===== src/rtl/mem_access_ctrl_if.sv =====
// Bundles the fetch port, data port and memory-side signals of mem_access_ctrl.
// The controller uses the slave modport; requesters and memory use master.
interface mem_access_ctrl_if #(
  parameter int DATA_WIDTH = 32
);
  logic                  if_req;
  logic [DATA_WIDTH-1:0] if_addr;
  logic                  if_done;
  logic [DATA_WIDTH-1:0] if_rdata;

  logic                  d_req;
  logic                  d_we;
  logic [DATA_WIDTH-1:0] d_addr;
  logic [DATA_WIDTH-1:0] d_wdata;
  logic                  d_done;
  logic [DATA_WIDTH-1:0] d_rdata;

  logic                  mar_enable;
  logic [DATA_WIDTH-1:0] mar_data;
  logic                  mem_read;
  logic                  mem_write;
  logic [DATA_WIDTH-1:0] mem_wdata;
  logic [DATA_WIDTH-1:0] mem_rdata;
  logic                  busy;

  modport master (
    output if_req, if_addr, d_req, d_we, d_addr, d_wdata, mem_rdata,
    input  if_done, if_rdata, d_done, d_rdata,
    input  mar_enable, mar_data, mem_read, mem_write, mem_wdata, busy
  );

  modport slave (
    input  if_req, if_addr, d_req, d_we, d_addr, d_wdata, mem_rdata,
    output if_done, if_rdata, d_done, d_rdata,
    output mar_enable, mar_data, mem_read, mem_write, mem_wdata, busy
  );
endinterface


===== src/rtl/mem_access_ctrl.sv =====
// Arbitrates a fetch port and a data port onto one memory through a MAR,
// holding the read/write strobe for WAIT_CYCLES cycles; every output is registered.
module mem_access_ctrl #(
  parameter int DATA_WIDTH  = 32,
  parameter int WAIT_CYCLES = 2
) (
  input logic              clock,
  input logic              clear,
  mem_access_ctrl_if.slave bus
);

  typedef enum logic [1:0] {
    IDLE,
    LOAD_MAR,
    ACCESS,
    DONE
  } stateType;

  localparam logic [3:0] WaitLoad = 4'(WAIT_CYCLES - 1);

  stateType              r_state;
  logic [3:0]            r_waitCount;
  logic                  r_lastGrantData;
  logic                  r_grantFetch;
  logic                  r_we;
  logic [DATA_WIDTH-1:0] r_wdata;

  logic                  r_ifDone;
  logic [DATA_WIDTH-1:0] r_ifRdata;
  logic                  r_dDone;
  logic [DATA_WIDTH-1:0] r_dRdata;
  logic                  r_marEnable;
  logic [DATA_WIDTH-1:0] r_marData;
  logic                  r_memRead;
  logic                  r_memWrite;
  logic [DATA_WIDTH-1:0] r_memWdata;
  logic                  r_busy;

  logic                  w_anyReq;
  logic                  w_grantFetch;

  // Round-robin: on a tie the port that was not served last wins.
  assign w_anyReq     = bus.if_req | bus.d_req;
  assign w_grantFetch = bus.if_req & (~bus.d_req | r_lastGrantData);

  always_ff @(posedge clock) begin
    if (clear) begin
      r_state         <= IDLE;
      r_waitCount     <= '0;
      r_lastGrantData <= 1'b1;
      r_grantFetch    <= 1'b0;
      r_we            <= 1'b0;
      r_wdata         <= '0;
      r_ifDone        <= 1'b0;
      r_ifRdata       <= '0;
      r_dDone         <= 1'b0;
      r_dRdata        <= '0;
      r_marEnable     <= 1'b0;
      r_marData       <= '0;
      r_memRead       <= 1'b0;
      r_memWrite      <= 1'b0;
      r_memWdata      <= '0;
      r_busy          <= 1'b0;
    end else begin
      case (r_state)
        IDLE: begin
          if (w_anyReq) begin
            // Everything the access needs is captured here so later requester changes are ignored.
            r_state         <= LOAD_MAR;
            r_grantFetch    <= w_grantFetch;
            r_lastGrantData <= ~w_grantFetch;
            r_we            <= ~w_grantFetch & bus.d_we;
            r_wdata         <= bus.d_wdata;
            r_marData       <= w_grantFetch ? bus.if_addr : bus.d_addr;
            r_marEnable     <= 1'b1;
            r_busy          <= 1'b1;
          end
        end

        LOAD_MAR: begin
          r_state     <= ACCESS;
          r_marEnable <= 1'b0;
          r_waitCount <= WaitLoad;
          r_memRead   <= ~r_we;
          r_memWrite  <= r_we;
          r_memWdata  <= r_we ? r_wdata : '0;
        end

        ACCESS: begin
          if (r_waitCount == 4'd0) begin
            // Memory read data is valid in this final strobe cycle.
            r_state    <= DONE;
            r_memRead  <= 1'b0;
            r_memWrite <= 1'b0;
            r_memWdata <= '0;
            r_ifDone   <= r_grantFetch;
            r_dDone    <= ~r_grantFetch;
            if (!r_we) begin
              if (r_grantFetch) begin
                r_ifRdata <= bus.mem_rdata;
              end else begin
                r_dRdata <= bus.mem_rdata;
              end
            end
          end else begin
            r_waitCount <= r_waitCount - 4'd1;
          end
        end

        DONE: begin
          r_state  <= IDLE;
          r_ifDone <= 1'b0;
          r_dDone  <= 1'b0;
          r_busy   <= 1'b0;
        end

        default: begin
          r_state <= IDLE;
        end
      endcase
    end
  end

  assign bus.if_done    = r_ifDone;
  assign bus.if_rdata   = r_ifRdata;
  assign bus.d_done     = r_dDone;
  assign bus.d_rdata    = r_dRdata;
  assign bus.mar_enable = r_marEnable;
  assign bus.mar_data   = r_marData;
  assign bus.mem_read   = r_memRead;
  assign bus.mem_write  = r_memWrite;
  assign bus.mem_wdata  = r_memWdata;
  assign bus.busy       = r_busy;

endmodule


===== src/flat_wrapper.sv =====
// flat-port wrapper written by rule: the top's interface ports become plain ports
module mem_access_ctrl_flat 
#(
  parameter int DATA_WIDTH  = 32,
  parameter int WAIT_CYCLES = 2
)
  (clock, clear, bus_if_req, bus_if_addr, bus_d_req, bus_d_we, bus_d_addr, bus_d_wdata, bus_mem_rdata, bus_if_done, bus_if_rdata, bus_d_done, bus_d_rdata, bus_mar_enable, bus_mar_data, bus_mem_read, bus_mem_write, bus_mem_wdata, bus_busy);
  mem_access_ctrl_if #(.DATA_WIDTH(DATA_WIDTH)) bus_i ();
  input logic clock;
  input logic clear;
  input wire logic [$bits(bus_i.if_req)-1:0] bus_if_req;
  input wire logic [$bits(bus_i.if_addr)-1:0] bus_if_addr;
  input wire logic [$bits(bus_i.d_req)-1:0] bus_d_req;
  input wire logic [$bits(bus_i.d_we)-1:0] bus_d_we;
  input wire logic [$bits(bus_i.d_addr)-1:0] bus_d_addr;
  input wire logic [$bits(bus_i.d_wdata)-1:0] bus_d_wdata;
  input wire logic [$bits(bus_i.mem_rdata)-1:0] bus_mem_rdata;
  output wire logic [$bits(bus_i.if_done)-1:0] bus_if_done;
  output wire logic [$bits(bus_i.if_rdata)-1:0] bus_if_rdata;
  output wire logic [$bits(bus_i.d_done)-1:0] bus_d_done;
  output wire logic [$bits(bus_i.d_rdata)-1:0] bus_d_rdata;
  output wire logic [$bits(bus_i.mar_enable)-1:0] bus_mar_enable;
  output wire logic [$bits(bus_i.mar_data)-1:0] bus_mar_data;
  output wire logic [$bits(bus_i.mem_read)-1:0] bus_mem_read;
  output wire logic [$bits(bus_i.mem_write)-1:0] bus_mem_write;
  output wire logic [$bits(bus_i.mem_wdata)-1:0] bus_mem_wdata;
  output wire logic [$bits(bus_i.busy)-1:0] bus_busy;
  assign bus_i.if_req = bus_if_req;
  assign bus_i.if_addr = bus_if_addr;
  assign bus_i.d_req = bus_d_req;
  assign bus_i.d_we = bus_d_we;
  assign bus_i.d_addr = bus_d_addr;
  assign bus_i.d_wdata = bus_d_wdata;
  assign bus_i.mem_rdata = bus_mem_rdata;
  assign bus_if_done = bus_i.if_done;
  assign bus_if_rdata = bus_i.if_rdata;
  assign bus_d_done = bus_i.d_done;
  assign bus_d_rdata = bus_i.d_rdata;
  assign bus_mar_enable = bus_i.mar_enable;
  assign bus_mar_data = bus_i.mar_data;
  assign bus_mem_read = bus_i.mem_read;
  assign bus_mem_write = bus_i.mem_write;
  assign bus_mem_wdata = bus_i.mem_wdata;
  assign bus_busy = bus_i.busy;
  mem_access_ctrl #(.DATA_WIDTH(DATA_WIDTH), .WAIT_CYCLES(WAIT_CYCLES)) u_core (.clock(clock), .clear(clear), .bus(bus_i));
endmodule

===== config.mk =====
export PLATFORM = sky130hd
export DESIGN_NAME = mem_access_ctrl_flat
export DESIGN_NICKNAME = d
export VERILOG_FILES = /design/src/rtl/mem_access_ctrl_if.sv /design/src/rtl/mem_access_ctrl.sv /design/src/flat_wrapper.sv
export SDC_FILE = /design/constraint.sdc
export NUM_CORES = 1
export LEC_CHECK = 0
export CAP_MARGIN = 20
export CORE_MARGIN = 4
export CORE_UTILIZATION = 44
export DETAILED_ROUTE_END_ITERATION = 8
export PLACE_DENSITY_LB_ADDON = 0.12
export SYNTH_ARGS = -nofsm -noshare
export SYNTH_HDL_FRONTEND = slang
export SYNTH_SLANG_ARGS = --single-unit

===== constraint.sdc =====
create_clock -name clock -period 2.1 [get_ports clock]
set_input_delay 0.42 -clock clock [delete_from_list [all_inputs] [get_ports clock]]
set_output_delay 0.42 -clock clock [all_outputs]
set_load 0.005 [all_outputs]

==> results of run 1 <==
per-layer routing:
metal	GRT usage, %	routed length, µm	vias up
met1	25.38	7793	2817
met4	7.737	450	0
li1	-	-	2923
met2	35.27	9272	220
met3	6.388	1363	28
met5	0	0	-
path summary, 6_finish.rpt:
| check | startpoint | to | slack [ns] | cells after the start |
|---|---|---|---|---|
| worst max register to register | u_core.r_state[0] | u_core.bus.if_rdata[25] | 0.14 | 6 |
| worst max-delay path | u_core.r_state[0] | u_core.bus.if_rdata[25] | 0.14 | 6 |
| worst min register to register | u_core.r_wdata[14] | u_core.r_wdata[14] | 0.45 | 2 |
| worst min-delay path | clear | u_core.r_grantFetch | 0.26 | 2 |
metrics by stage:
step / setup WS, ns / instances / hold WS, ns
finish: 0.1360 / 1158 / 0.2609
CTS: 0.1461 / 1158 / 0.2507
global route: 0.06949 / 1158 / 0.2567
floorplan: 0.3749 / 691 / 0.4360
global placement: 0.1829 / 1126 / 0.4417
detailed placement: 0.1071 / 1126 / 0.4459
report_power, final:
group	internal [mW]	total, mW	switching [mW]	leakage (nW)
Combinational	1.68	3.24	1.57	2.19
Clock	1.69	3.05	1.37	0.280
Sequential	3.84	4.13	0.287	1.42
cells in the mapped netlist (all sizes together), types with 3 or more instances:
cell / instances
nor3b: 35
buf: 10
ha: 7
a21oi: 38
clkbuf: 49
a221o: 32
a211oi: 4
mux2i: 65
nor2: 38
nand2b: 100
nand3: 3
inv: 6
nand2: 68
dfxtp: 175
a32oi: 32
final cells by class:
| class | instances | area, µm² | area share (%) |
|---|---|---|---|
| clock buffer | 18 | 439.2 | 4.238 |
| clock inverter | 14 | 135.1 | 1.304 |
| inverter | 6 | 22.52 | 0.2173 |
| multi-input combinational | 451 | 3112 | 30.03 |
| sequential | 175 | 3503 | 33.80 |
| tap | 211 | 264.0 | 2.547 |
| timing repair buffer | 283 | 2888 | 27.86 |
cell families (layout without fill, tap and decap cells):
group | after synthesis | count (layout) | synth area share (%)
buffers and inverters | 65 | 321 | 4.114
AOI/OAI and AO/OA | 117 | 117 | 13.14
muxes | 65 | 65 | 9.465
DFF | 175 | 175 | 50.96
adders and majority gates | 7 | 7 | 1.274
and+or+nand+nor | 262 | 262 | 21.04
flip-flops by register name, indices dropped and copies added, names as in the netlist, 2 cells and up:
signal and cells:
u_core.bus.mem_wdata 32, u_core.bus.if_rdata 32, u_core.r_state 2, u_core.bus.mar_data 32
u_core.bus.d_rdata 32, u_core.r_waitCount 4, u_core.r_wdata 32
==> summary.txt, run 1 <==
post-synthesis sequential area ratio: 50.96%
post-CTS setup buffer count: 0
Clock transition at path regs: 0.06 ns
Buffers on Ports: 266
Leakage: 3.895 nW
Worst Path Max Fanout: 32
Final min period: 1.964 ns
Critical Path RT: 2.40 ns
largest area contributor in the netlist: dfxtp_1
fraction of layout cells with a size suffix above 1: 6.336%
CP arrival: 2.26 ns
final WL: 18.88 mm
Final Util: 67.92%
fill cell count: 1242
GPL Wtd Cong: 0.7874
Synth warnings: 0
share of the synthesized area in the top cell type: 50.96%
Routed Antenna Nets: 0
Crit path largest cell delay: 0.68 ns
Syn Nets: 831
ANT cells: 0
Setup-failing EPs final: 0
Unique masters post-synth: 39
Startpoint Class: register
Final nets: 1074
die area: 17690 µm²
CTS buffer count: 17
CTS hold repair buffers: 0
1st-iter DRT viols: 264
vias in the first global route: 6067
vias per cell: 5.171
Synth Register Bits: 175
Fmax achieved: 0.5092 GHz
Row Count: 45
critical path, cell by cell: inv_1 -> ha_1 -> nand3b_1 -> or4b_2 -> buf_12 -> mux2i_1
CTS tree: yes
grt ovf: 0
Final Cell Area: 10360 µm²
routed wirelength normalized by instance count: 16.30 µm
Top FF cell, synth: dfxtp_1
# DRC: 0
Worst slew margin: 64.84%
gr usage total: 21.00%
IO Count: 267
Fin Setup TNS: 0 ns
Critical-path top delay cell: or4b_2
Post-Syn Area: 6874 µm²
first-pass GRT wire length: 30.47 mm
Post-CTS Resized: 0
EDFF count, synth: 0
Clock Tree Root: clkbuf_16
Setup Crit Path Kind: reg -> reg
Area growth, synth to finish: 50.76%
max-slew violations: 0
initial antenna violation count: 0
outcome: completed
drt pass-1 iters: 4
commonest non-fill, non-tap cell in the layout: clkdlybuf4s50_1
Die X: 133.0 µm
Final Hold Fails: 0
CTS H-tree lvls: 4
mean area per synthesized cell: 9.948 µm²
Area contributors post-synth: dfxtp_1, mux2i_1, nand2b_1, a221o_1, a32oi_1
worst min path class: in -> reg
Post-Synthesis Cells: 691
Core Region: 15260 µm²
worst-case clock buffer depth: 2
critical path capture point type: register
Clock Skews: 0.007770 ns
ys async rst share: 0%
starting density of the core: 45.05%
CTS Sinks: 175
most frequent cells in the layout: clkdlybuf4s50_1, dfxtp_1, nand2b_1
max-cap violations: 0
Period Utilization, post-route: 93.52%
die height: 133.0 µm
Crit path max-delay family: simple AND/OR/NAND/NOR gates
Slew @ Worst Pin: 0.5274 ns
VDD IR max: 0.6874 mV
largest net degree at the start of global routing: 95
Worst-Skew Late Latency: 0.42 ns
Area after DPL: 9789 µm²
DP HPWL: 13.31 mm
via count: 5988
Crit path buffers/inverters: 2
pwr/cell area: 1006 nW/µm²
Overall Power: 10.42 mW
RSZ-0062 raised after global routing: false
No activity file was read; power rests on OpenSTA's default activity.
==> run 2: changes to the inputs <==
TNS_END_PERCENT = 20   (was unset)
==> results of run 2 <==
No change in the layout: final DEF, timing and power equal those of run 1.
==> run 3: changes to the inputs <==
CORE_ASPECT_RATIO = 0.8   (was unset)
SKIP_LAST_GASP = 1   (was unset)
==> run 3 against run 2 <==
Sequential cell count stayed put. Clock power hardly changed. Register-to-register slack hardly changed. Global-route usage is 0.91 points higher. Cell count is 0.26% lower. Hold slack better by 0.078 ns. Critical path depth stayed put. Die area hardly changed. Wire length is 6.3% higher. Clock-buffer cell count is 3 higher. Power is 0.47% higher. Critical endpoint is now u_core.r_waitCount[3]. Largest power group unchanged. Highest routed layer unchanged.
==> summary.txt, run 3 (synthesized netlist as in run 1, its figures left out) <==
Routed Antenna Nets: 0
DP HPWL: 14.08 mm
Final nets: 1073
Die X: 147.7 µm
vias per cell: 5.222
Core Region: 15160 µm²
largest net degree at the start of global routing: 96
Startpoint Class: register
vias in the first global route: 6136
CP arrival: 2.32 ns
1st-iter DRT viols: 327
fraction of layout cells with a size suffix above 1: 5.926%
Buffers on Ports: 266
max-cap violations: 0
Reg area: 3503 µm²
RSZ-0062 raised after global routing: false
Final Util: 68.47%
Clock Tree Root: clkbuf_16
first-pass GRT wire length: 31.47 mm
min setup slack post-route: 0.1254 ns
Setup Crit Path Kind: reg -> reg
CTS tree: yes
Worst R2R Setup Slack: 0.13 ns
Leakage: 3.895 nW
Multi-input gate area: 3118 µm²
met1 WL: 8.055 mm
Period Utilization, post-route: 94.03%
commonest non-fill, non-tap cell in the layout: clkdlybuf4s50_1
max-slew violations: 0
IO Count: 267
Critical Path RT: 2.45 ns
final WL: 20.07 mm
GPL Wtd Cong: 0.8248
Clock Skews: 0.009300 ns
drt pass-1 iters: 7
worst-case clock buffer depth: 2
initial antenna violation count: 0
fill cell count: 1155
post-CTS setup buffer count: 0
CTS hold repair buffers: 0
Highest Signal Layer: met4
met2 wire len: 9.887 mm
Fin Setup TNS: 0 ns
ANT cells: 0
Final Hold Fails: 0
pre-CTS setup slack: 0.05147 ns
Final min period: 1.975 ns
pwr/cell area: 1009 nW/µm²
Slew @ Worst Pin: 0.4195 ns
gr usage total: 21.91%
final hold slack: 0.3388 ns
most frequent cells in the layout: clkdlybuf4s50_1, dfxtp_1, nand2b_1
die area: 17700 µm²
starting density of the core: 45.33%
# DRC: 0
critical path capture point type: register
routed wirelength normalized by instance count: 17.37 µm
Setup-failing EPs final: 0
via count: 6031
grt ovf: 0
Fmax achieved: 0.5064 GHz
die height: 119.8 µm
CTS H-tree lvls: 4
CTS Sinks: 175
wire length on met3: 1.826 mm
Worst slew margin: 72.03%
Worst Path Max Fanout: 14
Worst-Skew Late Latency: 0.42 ns
Area growth, synth to finish: 51.04%
Clock transition at path regs: 0.06 ns
CTS buffer count: 17
worst min path class: in -> reg
Post-CTS Resized: 0
Row Count: 40
VDD IR max: 0.6081 mV
outcome: completed
## run 3: worst paths after layout
| path | from | endpoint | cells past startpoint |
|---|---|---|---|
| max | u_core.r_state[0] | u_core.r_waitCount[3] | 6 |
| min | clear | u_core.r_wdata[27] | 2 |
| min reg2reg | u_core.r_wdata[1] | u_core.r_wdata[1] | 2 |
| max reg2reg | u_core.r_state[0] | u_core.r_waitCount[3] | 6 |
## run 3: routing by layer
layer / vias up / track usage [%]
met5: - / 0
met2: 251 / 37.84
met1: 2842 / 25.80
met3: 22 / 6.795
li1: 2916 / -
met4: 0 / 7.625
## run 3: critical path: stages, from the launching register on
cell and delay (ns):
dfxtp_1 0.33, inv_1 0.13, ha_1 0.22, buf_4 0.20, or4b_2 0.62, a211o_1 0.28
a21oi_1 0.12
## run 3: area by class of cell
cell class / instances / share of cell area (%)
clock inverters: 10 / 1.109
repair buffers: 282 / 28.03
well taps: 210 / 2.531
clock buffers: 21 / 4.338
multi-input cells: 451 / 30.03
flip-flops and latches: 175 / 33.74
inverters: 6 / 0.2169
## run 3: where the power goes
part | internal, mW | switching (mW) | total (mW)
logic | 1.68 | 1.61 | 3.28
clock network | 1.77 | 1.27 | 3.05
registers | 3.84 | 0.305 | 4.15
total | 7.29 | 3.18 | 10.5
## run 3: stage by stage
stage	area (µm²)	cells	power, mW
floorplan	6874	691	5.846
global placement	9786	1123	7.354
detailed placement	9786	1123	7.475
CTS	10350	1154	10.53
global route	10380	1155	10.99
finish	10380	1155	10.47
